`src/rtl/weight_buffer_ctrl_if.sv`:
```
// rtl/weight_buffer_ctrl_if.sv - load stream, weight strobe and SRAM pin bundle for weight_buffer_ctrl
interface weight_buffer_ctrl_if #(
   parameter int ADDR_W = 7,
   parameter int DATA_W = 8
);
   logic              in_valid;
   logic              in_ready;
   logic [DATA_W-1:0] in_data;
   logic              w_valid;
   logic              w_last;
   logic              sram_en_n;
   logic              sram_wr_n;
   logic [ADDR_W-1:0] sram_addr;
   logic [DATA_W-1:0] sram_wdata;

   modport master (
      input  in_valid, in_data,
      output in_ready, w_valid, w_last, sram_en_n, sram_wr_n, sram_addr, sram_wdata
   );

   modport slave (
      output in_valid, in_data,
      input  in_ready, w_valid, w_last, sram_en_n, sram_wr_n, sram_addr, sram_wdata
   );
endinterface

```
`src/rtl/weight_buffer_ctrl.sv`:
```
// rtl/weight_buffer_ctrl.sv - load/read sequencer owning the ternary weight SRAM control pins
module weight_buffer_ctrl #(
   parameter int ADDR_W = 7,
   parameter int DATA_W = 8,
   parameter int RD_LAT = 1
) (
   input  logic              clk,
   input  logic              reset,
   input  logic              load_start,
   input  logic [ADDR_W-1:0] load_base,
   input  logic [ADDR_W-2:0] load_words,
   input  logic              rd_start,
   input  logic [ADDR_W-1:0] rd_base,
   input  logic [ADDR_W:0]   rd_len,
   output logic              busy,
   output logic              done,
   weight_buffer_ctrl_if.master bus
);

   typedef enum logic [1:0] {IDLE, LOAD, READ, DRAIN} state_t;

   state_t            state;
   logic [ADDR_W-2:0] load_left;
   logic [ADDR_W-1:0] wr_ptr;
   logic [ADDR_W:0]   rd_left;
   logic [RD_LAT-1:0] vld_pipe;
   logic [RD_LAT-1:0] last_pipe;
   logic              done_q;
   logic              hs;
   logic              rd_issue;
   logic              unused_base_lsbs;

   assign unused_base_lsbs = ^load_base[1:0];

   assign bus.in_ready = (state == LOAD) && (load_left != '0);
   assign hs           = bus.in_valid && bus.in_ready;
   // sram_en_n is held low for the whole READ state, so every READ cycle issues an address
   assign rd_issue     = (state == READ);
   assign bus.w_valid  = vld_pipe[RD_LAT-1];
   assign bus.w_last   = last_pipe[RD_LAT-1];
   assign busy         = (state != IDLE);
   assign done         = done_q | bus.w_last;

   always_ff @(posedge clk) begin
      if (reset) begin
         state          <= IDLE;
         load_left      <= '0;
         wr_ptr         <= '0;
         rd_left        <= '0;
         vld_pipe       <= '0;
         last_pipe      <= '0;
         done_q         <= 1'b0;
         bus.sram_en_n  <= 1'b1;
         bus.sram_wr_n  <= 1'b1;
         bus.sram_addr  <= '0;
         bus.sram_wdata <= '0;
      end else begin
         done_q <= 1'b0;

         // read-strobe delay line lines w_valid/w_last up with SRAM output data
         vld_pipe[0]  <= rd_issue;
         last_pipe[0] <= rd_issue && (rd_left == '0);
         for (int i = 1; i < RD_LAT; i++) begin
            vld_pipe[i]  <= vld_pipe[i-1];
            last_pipe[i] <= last_pipe[i-1];
         end

         case (state)
            IDLE: begin
               bus.sram_en_n <= 1'b1;
               bus.sram_wr_n <= 1'b1;
               if (load_start) begin
                  state     <= LOAD;
                  wr_ptr    <= {load_base[ADDR_W-1:2], 2'b00};
                  load_left <= load_words;
                  done_q    <= (load_words == '0);
               end else if (rd_start) begin
                  if (rd_len == '0) begin
                     state  <= DRAIN;
                     done_q <= 1'b1;
                  end else begin
                     state         <= READ;
                     bus.sram_en_n <= 1'b0;
                     bus.sram_wr_n <= 1'b1;
                     bus.sram_addr <= rd_base;
                     rd_left       <= rd_len - (ADDR_W+1)'(1);
                  end
               end
            end

            LOAD: begin
               if (hs) begin
                  bus.sram_en_n  <= 1'b0;
                  bus.sram_wr_n  <= 1'b0;
                  bus.sram_addr  <= wr_ptr;
                  bus.sram_wdata <= bus.in_data;
                  wr_ptr         <= wr_ptr + ADDR_W'(4);
                  load_left      <= load_left - (ADDR_W-1)'(1);
                  done_q         <= (load_left == (ADDR_W-1)'(1));
               end else begin
                  bus.sram_en_n <= 1'b1;
                  bus.sram_wr_n <= 1'b1;
               end
               // the cycle with no bytes left is the one presenting the final strobe and done
               if (load_left == '0) begin
                  state <= IDLE;
               end
            end

            READ: begin
               if (rd_left == '0) begin
                  bus.sram_en_n <= 1'b1;
                  state         <= DRAIN;
               end else begin
                  bus.sram_addr <= bus.sram_addr + ADDR_W'(1);
                  rd_left       <= rd_left - (ADDR_W+1)'(1);
               end
            end

            DRAIN: begin
               bus.sram_en_n <= 1'b1;
               bus.sram_wr_n <= 1'b1;
               if (done) begin
                  state <= IDLE;
               end
            end

            default: begin
               state <= IDLE;
            end
         endcase
      end
   end

endmodule

```
`src/flat_wrapper.sv`:
```
// flat-port wrapper written by rule: the top's interface ports become plain ports
module weight_buffer_ctrl_flat 
#(
   parameter int ADDR_W = 7,
   parameter int DATA_W = 8,
   parameter int RD_LAT = 1
)
  (clk, reset, load_start, load_base, load_words, rd_start, rd_base, rd_len, busy, done, bus_in_valid, bus_in_data, bus_in_ready, bus_w_valid, bus_w_last, bus_sram_en_n, bus_sram_wr_n, bus_sram_addr, bus_sram_wdata);
  weight_buffer_ctrl_if #(.ADDR_W(ADDR_W), .DATA_W(DATA_W)) bus_i ();
  input  logic clk;
  input  logic reset;
  input  logic load_start;
  input  logic [ADDR_W-1:0] load_base;
  input  logic [ADDR_W-2:0] load_words;
  input  logic rd_start;
  input  logic [ADDR_W-1:0] rd_base;
  input  logic [ADDR_W:0] rd_len;
  output logic busy;
  output logic done;
  input wire logic [$bits(bus_i.in_valid)-1:0] bus_in_valid;
  input wire logic [$bits(bus_i.in_data)-1:0] bus_in_data;
  output wire logic [$bits(bus_i.in_ready)-1:0] bus_in_ready;
  output wire logic [$bits(bus_i.w_valid)-1:0] bus_w_valid;
  output wire logic [$bits(bus_i.w_last)-1:0] bus_w_last;
  output wire logic [$bits(bus_i.sram_en_n)-1:0] bus_sram_en_n;
  output wire logic [$bits(bus_i.sram_wr_n)-1:0] bus_sram_wr_n;
  output wire logic [$bits(bus_i.sram_addr)-1:0] bus_sram_addr;
  output wire logic [$bits(bus_i.sram_wdata)-1:0] bus_sram_wdata;
  assign bus_i.in_valid = bus_in_valid;
  assign bus_i.in_data = bus_in_data;
  assign bus_in_ready = bus_i.in_ready;
  assign bus_w_valid = bus_i.w_valid;
  assign bus_w_last = bus_i.w_last;
  assign bus_sram_en_n = bus_i.sram_en_n;
  assign bus_sram_wr_n = bus_i.sram_wr_n;
  assign bus_sram_addr = bus_i.sram_addr;
  assign bus_sram_wdata = bus_i.sram_wdata;
  weight_buffer_ctrl #(.ADDR_W(ADDR_W), .DATA_W(DATA_W), .RD_LAT(RD_LAT)) u_core (.clk(clk), .reset(reset), .load_start(load_start), .load_base(load_base), .load_words(load_words), .rd_start(rd_start), .rd_base(rd_base), .rd_len(rd_len), .busy(busy), .done(done), .bus(bus_i));
endmodule
```
`config.mk`:
```
export PLATFORM = sky130hd
export DESIGN_NAME = weight_buffer_ctrl_flat
export DESIGN_NICKNAME = d
export VERILOG_FILES = /design/src/rtl/weight_buffer_ctrl_if.sv /design/src/rtl/weight_buffer_ctrl.sv /design/src/flat_wrapper.sv
export SDC_FILE = /design/constraint.sdc
export NUM_CORES = 1
export LEC_CHECK = 0
export ABC_AREA = 1
export CAP_MARGIN = 5
export CELL_PAD_IN_SITES_DETAIL_PLACEMENT = 0
export CELL_PAD_IN_SITES_GLOBAL_PLACEMENT = 1
export CORE_UTILIZATION = 31
export DETAILED_ROUTE_END_ITERATION = 6
export PLACE_DENSITY_LB_ADDON = 0.1
export REMOVE_ABC_BUFFERS = 1
export SKIP_LAST_GASP = 1
export SYNTH_ARGS = -nofsm -noshare
export SYNTH_HDL_FRONTEND = slang
export SYNTH_SLANG_ARGS = --single-unit
```
`constraint.sdc`:
```
create_clock -name clk -period 1.9 [get_ports clk]
set_input_delay 0.475 -clock clk [delete_from_list [all_inputs] [get_ports clk]]
set_output_delay 0.475 -clock clk [all_outputs]
set_load 0.03 [all_outputs]
```
## Yosys cells after proc, flatten, opt, wreduce, memory -nomap -nowiden

Cells that the tools add are included.

| storage, ports and cells | value |
|---|---|
| register bits | 43 |
| input port bits | 41 |

| operators by class | value |
|---|---|
| bitwise operators | 1 |
| muxes and demuxes | 35 |
| reduce and logical (&&, ||, !) cells | 20 |
| $add $sub $neg | 5 |
| equality and inequality tests | 14 |

Operators with widths:

| cell | number |
|---|---|
| 7-bit 2-to-1 mux | 7 |
| 8-bit 2-to-1 mux | 4 |
| 7-bit one-hot mux with 3 select lines | 1 |
| 8-bit zero test | 2 |
| 2-bit inequality test (second input constant) | 8 |
| 8-bit one-hot mux with 2 select lines | 1 |
| 8-bit by 1-bit subtractor with 8-bit output (second input constant) | 2 |
| 7-bit one-hot mux with 2 select lines | 1 |
| 6-bit zero test | 2 |
| 6-bit 2-to-1 mux | 2 |
| 6-bit one-hot mux with 2 select lines | 1 |
| 2-bit 2-to-1 mux | 5 |
| 1-bit 2-to-1 mux | 9 |
| 2-bit one-hot mux with 4 select lines | 1 |
| 2-bit nonzero test | 4 |
| 7-bit by 1-bit adder with 7-bit output (second input constant) | 1 |
| 7-bit by 3-bit adder with 7-bit output (second input constant) | 1 |
| 6-bit by 1-bit == test with 1-bit output (second input constant) | 1 |
| 6-bit AND reduction | 1 |
| 6-bit nonzero test | 1 |
| 6-bit by 1-bit subtractor with 6-bit output (second input constant) | 1 |
| 5-bit AND reduction | 1 |
| 2-bit == test (second input constant) | 2 |
| 1-bit one-hot mux with 2 select lines | 2 |
| 12 further kinds | 14 |

## Depth between registers and ports, before layout

Gate-level depths: netlist of the first run.

| depth | value |
|---|---|
| depth after elaboration | 5 |
| gate-level depth with buffers | 15 |

## Least setup slack after synthesis of the first run

OpenSTA, ideal clock, no wires.

| timing | value |
|---|---|
| kind | register to register |
| start point | reg u_core.state[0] |
| end point | reg u_core.rd_left[6] |
| slack | 0.093 ns |
| library setup time | 0.120 ns |
| data arrival time | 1.688 ns |
| stages on the path, launching flop included | 16 |
| path through | dfxtp_1 -> inv_1 -> ha_1 -> buf_6 -> inv_4 -> buf_6 -> nand2_1 -> o21ai_1 -> inv_1 -> ha_1 -> inv_1 -> nor2_2 -> nand3_1 -> nor2_1 -> a21oi_1 -> a21oi_1 |

| on the way | value |
|---|---|
| cells in the longest elaborated chain, start to end | 3 |

RTL lines:

| element | RTL line | text |
|---|---|---|
| start, declared | weight_buffer_ctrl.sv:22 | `state_t state;` |
| start signal, assigned | weight_buffer_ctrl.sv:46 | `state <= IDLE;` |
| start signal, assigned | weight_buffer_ctrl.sv:73 | `state <= LOAD;` |
| start signal, assigned | weight_buffer_ctrl.sv:79 | `state <= DRAIN;` |
| 2-bit == test (*) | - |  |
| net u_core.rd_issue | weight_buffer_ctrl.sv:30 | `logic rd_issue;` |
| 2-bit inequality test (no source line) or 2-bit nonzero test (tied branches) | - |  |
| 5-bit AND reduction (no source line) | - |  |
| end signal, assigned | weight_buffer_ctrl.sv:86 | `rd_left <= rd_len - (ADDR_W+1)'(1);` |
| end signal, assigned | weight_buffer_ctrl.sv:116 | `rd_left <= rd_left - (ADDR_W+1)'(1);` |
| end, declared | weight_buffer_ctrl.sv:25 | `logic [ADDR_W:0] rd_left;` |

Mark *: on every way through the listed nets, which the timed path passes. The rest lies on a longest branch.
A chain may end at the register's enable or synchronous reset.

## Final worst setup path of the first run

| timing | value |
|---|---|
| start point | reg u_core.bus.sram_addr[6] |
| end point | out bus_sram_addr[6] |

RTL lines:

| element | RTL line | text |
|---|---|---|
| start, declared | weight_buffer_ctrl_if.sv:18 | `output in_ready, w_valid, w_last, sram_en_n, sram_wr_n, sram_addr, sram_wdata` |
| start signal, assigned | weight_buffer_ctrl.sv:85 | `bus.sram_addr <= rd_base;` |
| start signal, assigned | weight_buffer_ctrl.sv:95 | `bus.sram_addr <= wr_ptr;` |
| start signal, assigned | weight_buffer_ctrl.sv:115 | `bus.sram_addr <= bus.sram_addr + ADDR_W'(1);` |
| end, declared | flat_wrapper.sv:27 | `output wire logic [$bits(bus_i.sram_addr)-1:0] bus_sram_addr;` |

No word-level cell between the ends.

==> results of run 1 <==
## worst max-delay path by stage
stage | startpoint | to | slack, ps
6_report | u_core.bus.sram_addr[6] | bus_sram_addr[6] | 40
5_1_grt | u_core.state[0] | u_core.rd_left[4] | -30
4_1_cts | u_core.load_left[0] | bus_in_ready | -60
3_5_place_dp | rd_len[7] | u_core.bus.sram_addr[2] | -130
3_3_place_gp | rd_len[7] | u_core.bus.sram_addr[4] | -100
2_1_floorplan | u_core.state[0] | u_core.rd_left[6] | -100
## layer usage
| layer | share of wire, % | vias up | global-route usage, % | wire length, µm |
|---|---|---|---|---|
| met3 | 3.1 | 5 | 2.87 | 211 |
| met2 | 45 | 39 | 27.8 | 3040 |
| met4 | 0.78 | 0 | 3.52 | 53 |
| li1 | - | 1411 | - | - |
| met5 | 0 | - | 0 | 0 |
| met1 | 51 | 1127 | 21.9 | 3500 |
## power breakdown
part	internal (µW)	switching, µW	total (µW)
Clock	394	354	748
Sequential	1170	301	1470
Combinational	1310	1790	3100
## registers in the layout (all words and copies together) (netlist names)
name and count:
u_core.state 2, u_core.bus.sram_en_n 1, u_core.bus.sram_wdata 8, u_core.done_q 1
u_core.bus.sram_addr 7, u_core.load_left 6, u_core.bus.w_valid 1, u_core.bus.w_last 1
u_core.rd_left 8, u_core.wr_ptr 5, u_core.bus.sram_wr_n 1
## cells in the final DEF (no fill, tap or decap), types with 3 or more instances in the layout
master	count
ha_1	7
ha_4	4
xnor2_1	3
dlymetal6s2s_1	3
nand3_2	4
nor4_1	3
nand3_1	31
inv_1	32
dlygate4sd2_1	4
buf_4	32
o21ai_1	3
or2_2	4
dfxtp_1	39
inv_2	5
nand4_1	4
clkbuf_8	5
o21ai_0	36
a21oi_1	33
nand2_1	77
o21ai_2	7
nor2_1	37
clkdlybuf4s50_1	51
nor2_2	3
## area by class of cell
cell class              instances  share of cell area, %
clock buffers                   5                   1.90
well taps                     102                   3.52
inverters                      41                   4.48
repair buffers                 92                   23.8
flip-flops and latches         41                   22.7
multi-input cells             278                   42.3
clock inverters                 3                   1.28
## repair_timing
action	4_1_cts	5_1_grt
pin swaps	0	1
buffers inserted	1	2
hold endpoints to repair	0	0
resized for setup	7	19
endpoints found under the setup margin	6	19
## cells by family (layout without fill, tap and decap cells)
| family | after synthesis | in the layout | synth area share [%] |
|---|---|---|---|
| simple gates | 170 | 170 | 30.0 |
| compound gates | 91 | 91 | 20.3 |
| buf+inv | 55 | 141 | 9.79 |
| flops | 41 | 41 | 32.4 |
| fa+ha+maj | 11 | 11 | 5.44 |
| xor+xnor | 5 | 5 | 1.73 |
| mux | 1 | 1 | 0.395 |
## worst reg2reg max path, delay by kind of cell, from the launching register on
| kind | cells | cell delay, ps |
|---|---|---|
| adder cells (fa/ha/maj) | 1 | 200 |
| AO/OA/AOI/OAI | 2 | 140 |
| buffers and inverters | 2 | 270 |
| flip-flops | 1 | 380 |
| AND/OR/NAND/NOR | 5 | 700 |
## per-stage QoR
| stage | total power [µW] | utilization [%] | cells | hold WS, ps | worst slack, ps |
|---|---|---|---|---|---|
| final | 5320 | 46.5 | 562 | 466 | 43.6 |
| after global routing | 5800 | 46.5 | 562 | 489 | -26.8 |
| after CTS | 5210 | 45.2 | 560 | 471 | -57.8 |
| after detailed placement | 4440 | 43.6 | 551 | 455 | -132 |
| after global placement | 4430 | 43.6 | 551 | 452 | -97.8 |
| after floorplan | 3340 | - | 360 | 463 | -99.4 |
==> flow_summary.toml, run 1 <==
[logic_synthesis]
ys_top_cells_by_area = "dfxtp_1, nand2_1, o21ai_0"
ys.flop_type = "dfxtp_1"
synth_warnings = 0
ys_types = 39
synthArstFlopShare_pct = 0
ys_ff_latch = 41
syn_area_per_cell_um2 = 6.77
synth_edf_count = 0
yosysMostFrequentCell = "nand2_1"
synthCells = 374
synthDominantCellAreaShare_pct = 32.4
yosysSeqAreaShare_pct = 32.4
synth.largest_area_cell = "dfxtp_1"
synth_common_cells = "nand2_1, dfxtp_1, nor2_1"
netlist_area_um2 = 2530

[setup_path]
path_cells = "clkdlybuf4s50_1"
crit_path_end_kind = "output port"
critPathLaunchType = "flip-flop"
reg2reg_to = "u_core.rd_left[7]"
critical-path-top-delay-family = "buffers and inverters"
rr_worst_depth = 10
rr_startpoint = "u_core.state[0]"
path_class = "reg2out"
worst_ep_required_time_ps = 1420
worstPathMaxFanout = 4
worst-path-buf-inv = 1
rrSetupSlack_ps = 110
arrival_ps = 1380
cpPeakStageDelay_ps = 690
cp_num_cells = 1
crit_slowest_cell = "clkdlybuf4s50_1"

[global_routing]
grt_pass1_wl_um = 11300
grt_pass1_vias = 2460
grt_util_all_layers_pct = 16.5
grt-ovfl-total = 0
antenna_found_initial = 0
grt_max_degree = 23

[worst_hold_path]
min_to = "u_core.bus.sram_wdata[2]"
hold_path.startpoint = "u_core.bus.sram_wdata[2]"
whs_path_depth = 2
hold_class = "reg2reg"

[timing]
slew_violations = 0
rsz0062_at_grt = "yes"
fin_tns_setup_ps = 0
tightestPinTransition_ps = 468
finalClockSkew_ps = 9.74
finalCriticalPeriod_ps = 1860
finalHoldViolCount = 0
max_freq_mhz = 539
maxSlewHeadroom_pct = 68.4
fin_crit_sh_pct = 97.7
finalSetupViolCount = 0

[final_layout]
syn_to_final_growth_pct = 43.3
antenna_cells = 0
multi_input_comb_area_um2 = 1540
fillers = 851
finalInstanceArea_um2 = 3630
final_nets = 511
register_area_um2 = 823
layout-drive-gt1-share_pct = 17.6

[cts]
cts_max_level = 2
cts_hold_buf = 0
clock_latency_ps = 300
cts_root_buffer = "clkbuf_8"
numCtsBuffers = 5
clockBufferDepth = 2
clkSlewWorstSetupHoldPaths_ps = 100
clock-sinks = 41
cts_tree = "yes"

[die]
die_area_um2 = 8530
die_x_um = 92.4
pin_count = 63
die_h_um = 92.4
core_um2 = 7810
rows = 32
start_util_pct = 32.4

[placement]
post_dp_cell_area_um2 = 3410
dp_hpwl_um = 5190
buffer_ports.inserted = 60
place.gp.congestion = 0.831

[power]
power_density_nw_per_um2 = 1470
peakVddDrop_uv = 610
p_leak_uw = 0.00157

[routing]
viasPerCell = 4.59
vias = 2582
routedWlPerCell_um = 12.1
dr.pass1.iters = 4
drtIter0Drc = 91
wirelength_um = 6800
drc_errors = 0
ant_nets = 0

[job]
drv_cap = 0

[status]
outcome = "finished, final reports clean"
Note: power is estimated with default switching activity, not from simulation.
==> run 2, diff against run 1 <==
SLEW_MARGIN = 15   (was unset)
==> results of run 2 <==
No change in the layout: final DEF, timing and power equal those of run 1.
